$ cat config.mk
export PLATFORM = sky130hd
export DESIGN_NAME = muldiv_unit
export DESIGN_NICKNAME = d
export VERILOG_FILES = /design/src/rtl/muldiv_pkg.sv /design/src/rtl/muldiv_datapath.sv /design/src/rtl/muldiv_unit.sv
export SDC_FILE = /design/constraint.sdc
export NUM_CORES = 1
export LEC_CHECK = 0
export CORE_MARGIN = 4
export CORE_UTILIZATION = 32
export DETAILED_ROUTE_END_ITERATION = 10
export GPL_ROUTABILITY_DRIVEN = 1
export PLACE_DENSITY = 0.53
export SLEW_MARGIN = 20
export SYNTH_ARGS = -nofsm -noshare
export SYNTH_HDL_FRONTEND = slang
export SYNTH_SLANG_ARGS = --single-unit
export TNS_END_PERCENT = 20
$ cat constraint.sdc
create_clock -name clk -period 8.8 [get_ports clk]
set_input_delay 1.76 -clock clk [delete_from_list [all_inputs] [get_ports clk]]
set_output_delay 1.76 -clock clk [all_outputs]
set_load 0.05 [all_outputs]
$ cat src/rtl/muldiv_pkg.sv
// Shared types for the multiply/divide unit: op encodings, FSM states and
// a sign/magnitude helper used when operands are captured.
package muldiv_pkg;

    localparam logic [1:0] OP_MULT  = 2'b00;
    localparam logic [1:0] OP_MULTU = 2'b01;
    localparam logic [1:0] OP_DIV   = 2'b10;
    localparam logic [1:0] OP_DIVU  = 2'b11;

    // Widest operand the helper below can handle.
    localparam int MAX_W = 128;

    typedef enum logic [1:0] {IDLE, CALC, FIX, DONE} state_t;

    // Returns {negative, magnitude}. v must already be sign-extended to MAX_W bits.
    function automatic logic [MAX_W:0] abs_sgn(input logic [MAX_W-1:0] v, input logic is_signed);
        logic neg;
        neg = is_signed & v[MAX_W-1];
        return {neg, neg ? (~v) + MAX_W'(1) : v};
    endfunction

endpackage

$ cat src/rtl/muldiv_datapath.sv
// Shared 2*WIDTH shift register for radix-2 shift-add multiply and restoring
// divide on unsigned magnitudes; one step per enabled cycle.
module muldiv_datapath #(
    parameter int WIDTH = 32
) (
    input  logic               clk,
    input  logic               reset,
    input  logic               load,
    input  logic               step,
    input  logic               is_div,
    input  logic [2*WIDTH-1:0] acc_init,
    input  logic [WIDTH-1:0]   opnd_init,
    output logic [2*WIDTH-1:0] acc
);
    logic [2*WIDTH-1:0] acc_q, acc_d;
    logic [WIDTH-1:0]   opnd_q, opnd_d;
    logic [WIDTH:0]     sum, rem_ext, diff;

    // Multiply: {partial, multiplier}; divide: {remainder, dividend/quotient}.
    always_comb begin
        acc_d   = acc_q;
        opnd_d  = opnd_q;
        sum     = {1'b0, acc_q[2*WIDTH-1:WIDTH]} + {1'b0, opnd_q};
        rem_ext = acc_q[2*WIDTH-1:WIDTH-1];
        diff    = rem_ext - {1'b0, opnd_q};
        if (load) begin
            acc_d  = acc_init;
            opnd_d = opnd_init;
        end else if (step) begin
            if (is_div) begin
                if (!diff[WIDTH]) acc_d = {diff[WIDTH-1:0], acc_q[WIDTH-2:0], 1'b1};
                else              acc_d = {rem_ext[WIDTH-1:0], acc_q[WIDTH-2:0], 1'b0};
            end else if (acc_q[0]) begin
                acc_d = {sum, acc_q[WIDTH-1:1]};
            end else begin
                acc_d = {1'b0, acc_q[2*WIDTH-1:1]};
            end
        end
    end

    always_ff @(posedge clk or posedge reset) begin
        if (reset) begin
            acc_q  <= '0;
            opnd_q <= '0;
        end else begin
            acc_q  <= acc_d;
            opnd_q <= opnd_d;
        end
    end

    assign acc = acc_q;

endmodule

$ cat src/rtl/muldiv_unit.sv
// Iterative MULT/MULTU/DIV/DIVU unit with architectural HI/LO registers.
// Define MULDIV_EARLY_OUT_EN to skip iteration when the result is trivial.
module muldiv_unit
    import muldiv_pkg::*;
#(
    parameter  int WIDTH = 32,
    localparam int CNT_W = $clog2(WIDTH) + 1
) (
    input  logic             clk,
    input  logic             reset,
    input  logic             start,
    input  logic [1:0]       op,
    input  logic [WIDTH-1:0] a,
    input  logic [WIDTH-1:0] b,
    input  logic             flush,
    input  logic             mthi,
    input  logic             mtlo,
    input  logic [WIDTH-1:0] wdata,
    output logic             busy,
    output logic             done,
    output logic [WIDTH-1:0] hi,
    output logic [WIDTH-1:0] lo
);
    state_t             state_q, state_d;
    logic [CNT_W-1:0]   cnt_q, cnt_d;
    logic [WIDTH-1:0]   hi_q, hi_d, lo_q, lo_d, a_q, a_d;
    logic               is_div_q, is_div_d, res_neg_q, res_neg_d;
    logic               rem_neg_q, rem_neg_d, div_zero_q, div_zero_d;

    logic               op_div, op_signed, early;
    logic [MAX_W:0]     a_abs_sgn, b_abs_sgn;
    logic [WIDTH-1:0]   a_mag, b_mag, dp_opnd, quo, rem;
    logic [2*WIDTH-1:0] dp_init, dp_acc, prod;
    logic               dp_load, dp_step, unused_abs;

    assign op_div    = (op == OP_DIV) || (op == OP_DIVU);
    assign op_signed = (op == OP_MULT) || (op == OP_DIV);

    assign a_abs_sgn  = abs_sgn({{(MAX_W-WIDTH){a[WIDTH-1]}}, a}, op_signed);
    assign b_abs_sgn  = abs_sgn({{(MAX_W-WIDTH){b[WIDTH-1]}}, b}, op_signed);
    assign a_mag      = a_abs_sgn[WIDTH-1:0];
    assign b_mag      = b_abs_sgn[WIDTH-1:0];
    assign unused_abs = ^{a_abs_sgn[MAX_W-1:WIDTH], b_abs_sgn[MAX_W-1:WIDTH]};

`ifdef MULDIV_EARLY_OUT_EN
    assign early = op_div ? ((b != '0) && (a_mag < b_mag)) : ((a == '0) || (b == '0));
`else
    assign early = 1'b0;
`endif

    // An early-out divide preloads remainder=|a|, quotient=0 so FIX finishes it.
    always_comb begin
        if (op_div) begin
            dp_opnd = b_mag;
            dp_init = early ? {a_mag, {WIDTH{1'b0}}} : {{WIDTH{1'b0}}, a_mag};
        end else begin
            dp_opnd = a_mag;
            dp_init = early ? '0 : {{WIDTH{1'b0}}, b_mag};
        end
    end

    muldiv_datapath #(.WIDTH(WIDTH)) u_datapath (
        .clk       (clk),
        .reset     (reset),
        .load      (dp_load),
        .step      (dp_step),
        .is_div    (is_div_q),
        .acc_init  (dp_init),
        .opnd_init (dp_opnd),
        .acc       (dp_acc)
    );

    assign quo  = res_neg_q ? -dp_acc[WIDTH-1:0] : dp_acc[WIDTH-1:0];
    assign rem  = rem_neg_q ? -dp_acc[2*WIDTH-1:WIDTH] : dp_acc[2*WIDTH-1:WIDTH];
    assign prod = res_neg_q ? -dp_acc : dp_acc;

    always_comb begin
        state_d    = state_q;
        cnt_d      = cnt_q;
        hi_d       = hi_q;
        lo_d       = lo_q;
        a_d        = a_q;
        is_div_d   = is_div_q;
        res_neg_d  = res_neg_q;
        rem_neg_d  = rem_neg_q;
        div_zero_d = div_zero_q;
        dp_load    = 1'b0;
        dp_step    = 1'b0;
        case (state_q)
            IDLE, DONE: begin
                state_d = IDLE;
                if (mthi) hi_d = wdata;
                if (mtlo) lo_d = wdata;
                if (start && !flush) begin
                    state_d    = early ? FIX : CALC;
                    cnt_d      = early ? '0 : CNT_W'(WIDTH);
                    dp_load    = 1'b1;
                    a_d        = a;
                    is_div_d   = op_div;
                    res_neg_d  = a_abs_sgn[MAX_W] ^ b_abs_sgn[MAX_W];
                    rem_neg_d  = a_abs_sgn[MAX_W];
                    div_zero_d = op_div && (b == '0);
                end
            end
            CALC: begin
                if (flush) begin
                    state_d = IDLE;
                    cnt_d   = '0;
                end else begin
                    dp_step = 1'b1;
                    cnt_d   = cnt_q - CNT_W'(1);
                    if (cnt_q == CNT_W'(1)) state_d = FIX;
                end
            end
            FIX: begin
                if (flush) begin
                    state_d = IDLE;
                end else begin
                    state_d = DONE;
                    if (is_div_q) begin
                        lo_d = div_zero_q ? '1 : quo;
                        hi_d = div_zero_q ? a_q : rem;
                    end else begin
                        {hi_d, lo_d} = prod;
                    end
                end
            end
            default: state_d = IDLE;
        endcase
    end

    always_ff @(posedge clk or posedge reset) begin
        if (reset) begin
            state_q    <= IDLE;
            cnt_q      <= '0;
            hi_q       <= '0;
            lo_q       <= '0;
            a_q        <= '0;
            is_div_q   <= 1'b0;
            res_neg_q  <= 1'b0;
            rem_neg_q  <= 1'b0;
            div_zero_q <= 1'b0;
        end else begin
            state_q    <= state_d;
            cnt_q      <= cnt_d;
            hi_q       <= hi_d;
            lo_q       <= lo_d;
            a_q        <= a_d;
            is_div_q   <= is_div_d;
            res_neg_q  <= res_neg_d;
            rem_neg_q  <= rem_neg_d;
            div_zero_q <= div_zero_d;
        end
    end

    assign busy = (state_q == CALC) || (state_q == FIX);
    assign done = (state_q == DONE);
    assign hi   = hi_q;
    assign lo   = lo_q;

endmodule
==> run summary <==
Final Hold Violating Endpoints = 0
worst-skew pair later-pin latency = 560 ps
# IOs = 170
sequential share of power = 0.231
drt initial violations = 1778
Core Rows = 85
Residual DRC = 0
Inserted Clock Buffers = 26
CTS Sinks = 204
final instance area = 20600 um^2
delay-heaviest family, CP = compound AO/OA/AOI/OAI gates
die height = 242 um
post-cts resize count = 0
outcome = finished clean
most common flop cell mapped by yosys = dfrtp_1
combinational share of power = 0.643
Max Freq = 0.213 GHz
EDFF count, synth = 0
sw frac = 0.545
Worst EP required = 9230 ps
drt pass-1 iters = 5
YS warnings = 0
Post-synth ARST share = 1.00
crit path cell chain = inv_1, ha_1, fa_1, nand2b_1, a21oi_1, o21ai_1, o211ai_1, a32oi_1, nand2_1, buf_4, nor2_1, a221o_1, a32o_1
core box area = 53900 um^2
clock share of power = 0.126
Critical R2R Launch = u_datapath.acc[31]
hold_buf cts = 0
final setup violation count = 0
Static Leak = 8.36 nW
Hold WS = 489 ps
die span in x = 242 um
start point of the worst hold path = lo[6]
Final period util = 0.533
RSZ-0062 raised after global routing = false
CP startpoint = u_datapath.acc[31]
total track usage = 0.251
Tmin final = 4690 ps
clk buf depth = 3
Worst Tran Pin Value = 985 ps
commonest cells after routing, fill and taps aside = nand2_1 (354), o21ai_0 (208), dfrtp_1 (203), a21oi_1 (181), clkdlybuf4s50_1 (168)
postcts setup bufs = 0
Syn Area/Cell = 7.67 um^2
remaining antenna violation count after routing = 0
Post-DP HPWL = 59.2 mm
largest net degree at the start of global routing = 90
wire per inst = 25.1 um
Psw = 4.96 mW
leading cell type in the layout, fill and taps excluded = nand2_1
Setup TNS = 0 ps
CTS tree = yes
Synth cell types = 82
Vias = 18200
Starting Density = 0.324
final max-slew violation count = 0
maxcap violations = 0
peak supply drop = 0.000164 V
share of cells above drive strength 1 = 0.0497
final layout net count = 2515
# H-tree levels = 1
part of the Yosys area used for sequential elements = 0.292
Net Count, Synth = 2457
post-place instance area = 19600 um^2
Port Buffer Count = 169
CP max stage delay = 690 ps
Cell Int Power = 4.14 mW
drt via density = 5.96
CP Launch Type = flop
number of global-route vias before repair = 17300
PwrDens = 443 nW/um^2
CP Capture Type = flop
Syn Inst Count = 2278
slowest CP cell = dfrtp_1
first-pass GRT wire length = 114 mm
grt ovf = 0
clock-pin slew on the worst setup and hold paths = 60 ps
initial antenna violation count = 2
root buf cell = clkbuf_16
worst setup path class = flop to flop
Post-Route WL = 76.7 mm
final RePlAce weighted congestion = 0.973
worst hold path type = flop to flop
synthesized cell area = 17500 um^2
CP Max Fanout = 27
worst relative slew slack = 0.337
CP bufs+invs = 2
arrival time at the worst endpoint = 5130 ps
Die ar. = 58400 um^2
synth-to-layout area growth = 17.7%
Design Power = 9.10 mW
clock skew = 29.2 ps
post-synthesis register bit count = 204
## path summary, 6_finish.rpt
check / to / slack [ps] / cells after the start
max in group asynchronous: is_div_q / 5900 / 4
worst min-delay path: lo[6] / 490 / 2
worst max-delay path: u_datapath.acc[43] / 4110 / 13
worst min register to register: lo[6] / 490 / 2
min in group asynchronous: lo[24] / 1680 / 2
worst max register to register: u_datapath.acc[43] / 4110 / 13
## tightest hold or removal path, cell delays in order (launching register included)
cell and delay (ps):
dfrtp_1 340, nand2_1 50, o21ai_0 60
## power groups by stage
stage          registers (mW)  clock network [mW]  logic (mW)
2_1_floorplan            2.15                   0        3.73
3_3_place_gp             2.09                   0        5.72
3_5_place_dp             2.10                   0        5.74
4_1_cts                  2.08                1.16        5.77
5_1_grt                  2.14                1.20        6.34
6_report                 2.11                1.14        5.85
## kinds of logic (layout without fill, tap and decap cells)
family / after synthesis / in the layout / synth area share
AO/OA/AOI/OAI: 755 / 755 / 0.274
XOR/XNOR: 171 / 171 / 0.0862
other: 0 / 1 / 0
flip-flops: 204 / 204 / 0.292
multiplexers: 66 / 66 / 0.0384
buffers and inverters: 256 / 332 / 0.0562
AND/OR/NAND/NOR: 751 / 751 / 0.199
adder cells (fa/ha/maj): 75 / 75 / 0.0546
## final cells by class
class / count / area (um^2)
fillers: 5589 / 33400
multi-input cells: 1818 / 11400
flip-flops and latches: 204 / 5110
repair buffers: 201 / 1950
well taps: 696 / 871
clock buffers: 36 / 698
inverters: 85 / 327
clock inverters: 10 / 193
diodes: 1 / 2.50
## cell usage after synthesis (11+ instances only)
library cell	instances	share of area
nor2_1	154	0.033
nand4_1	11	0.0039
o211ai_1	43	0.018
a21oi_1	182	0.052
and3_1	20	0.0072
a211oi_1	24	0.010
inv_1	83	0.018
o22ai_1	39	0.014
o21ai_1	18	0.0052
a21o_1	30	0.013
clkbuf_1	150	0.032
o221ai_1	39	0.020
xor2_1	58	0.029
nand3_1	25	0.0072
a31oi_1	18	0.0064
nand2b_1	23	0.0082
or3_1	27	0.0097
nand2_1	354	0.076
o31ai_1	33	0.014
o21a_1	12	0.0052
xnor2_1	112	0.056
ha_1	73	0.052
o21ai_0	208	0.060
dfrtp_1	204	0.29
nor4_1	21	0.0075
nor3_1	47	0.013
mux2i_1	58	0.033
or4_1	11	0.0047
o41ai_1	12	0.0060
## stage by stage
stage                     setup WS, ps   util  instances
after floorplan                   1470      -       2278
after global placement            3850  0.364       3003
after detailed placement          3820  0.364       3003
after CTS                         4240  0.381       3049
after global routing              3930  0.381       3050
final                             4110  0.381       3051
## registers in the layout, summed over array words and instances, names as in the netlist
| signal | flops |
|---|---|
| res_neg_q | 1 |
| a_q | 32 |
| u_datapath.opnd_q | 32 |
| div_zero_q | 1 |
| state_q | 2 |
| lo | 32 |
| cnt_q | 6 |
| hi | 32 |
| is_div_q | 1 |
| rem_neg_q | 1 |
| u_datapath.acc | 64 |
## metal layers
metal / GRT usage / routed length [um] / vias to the layer above
li1: - / - / 8363
met1: 0.353 / 33900 / 8939
met2: 0.407 / 35400 / 752
met3: 0.0321 / 5300 / 115
met4: 0.0690 / 2120 / 4
met5: 0 / 21 / -
Power figures use the tool's default switching activity.
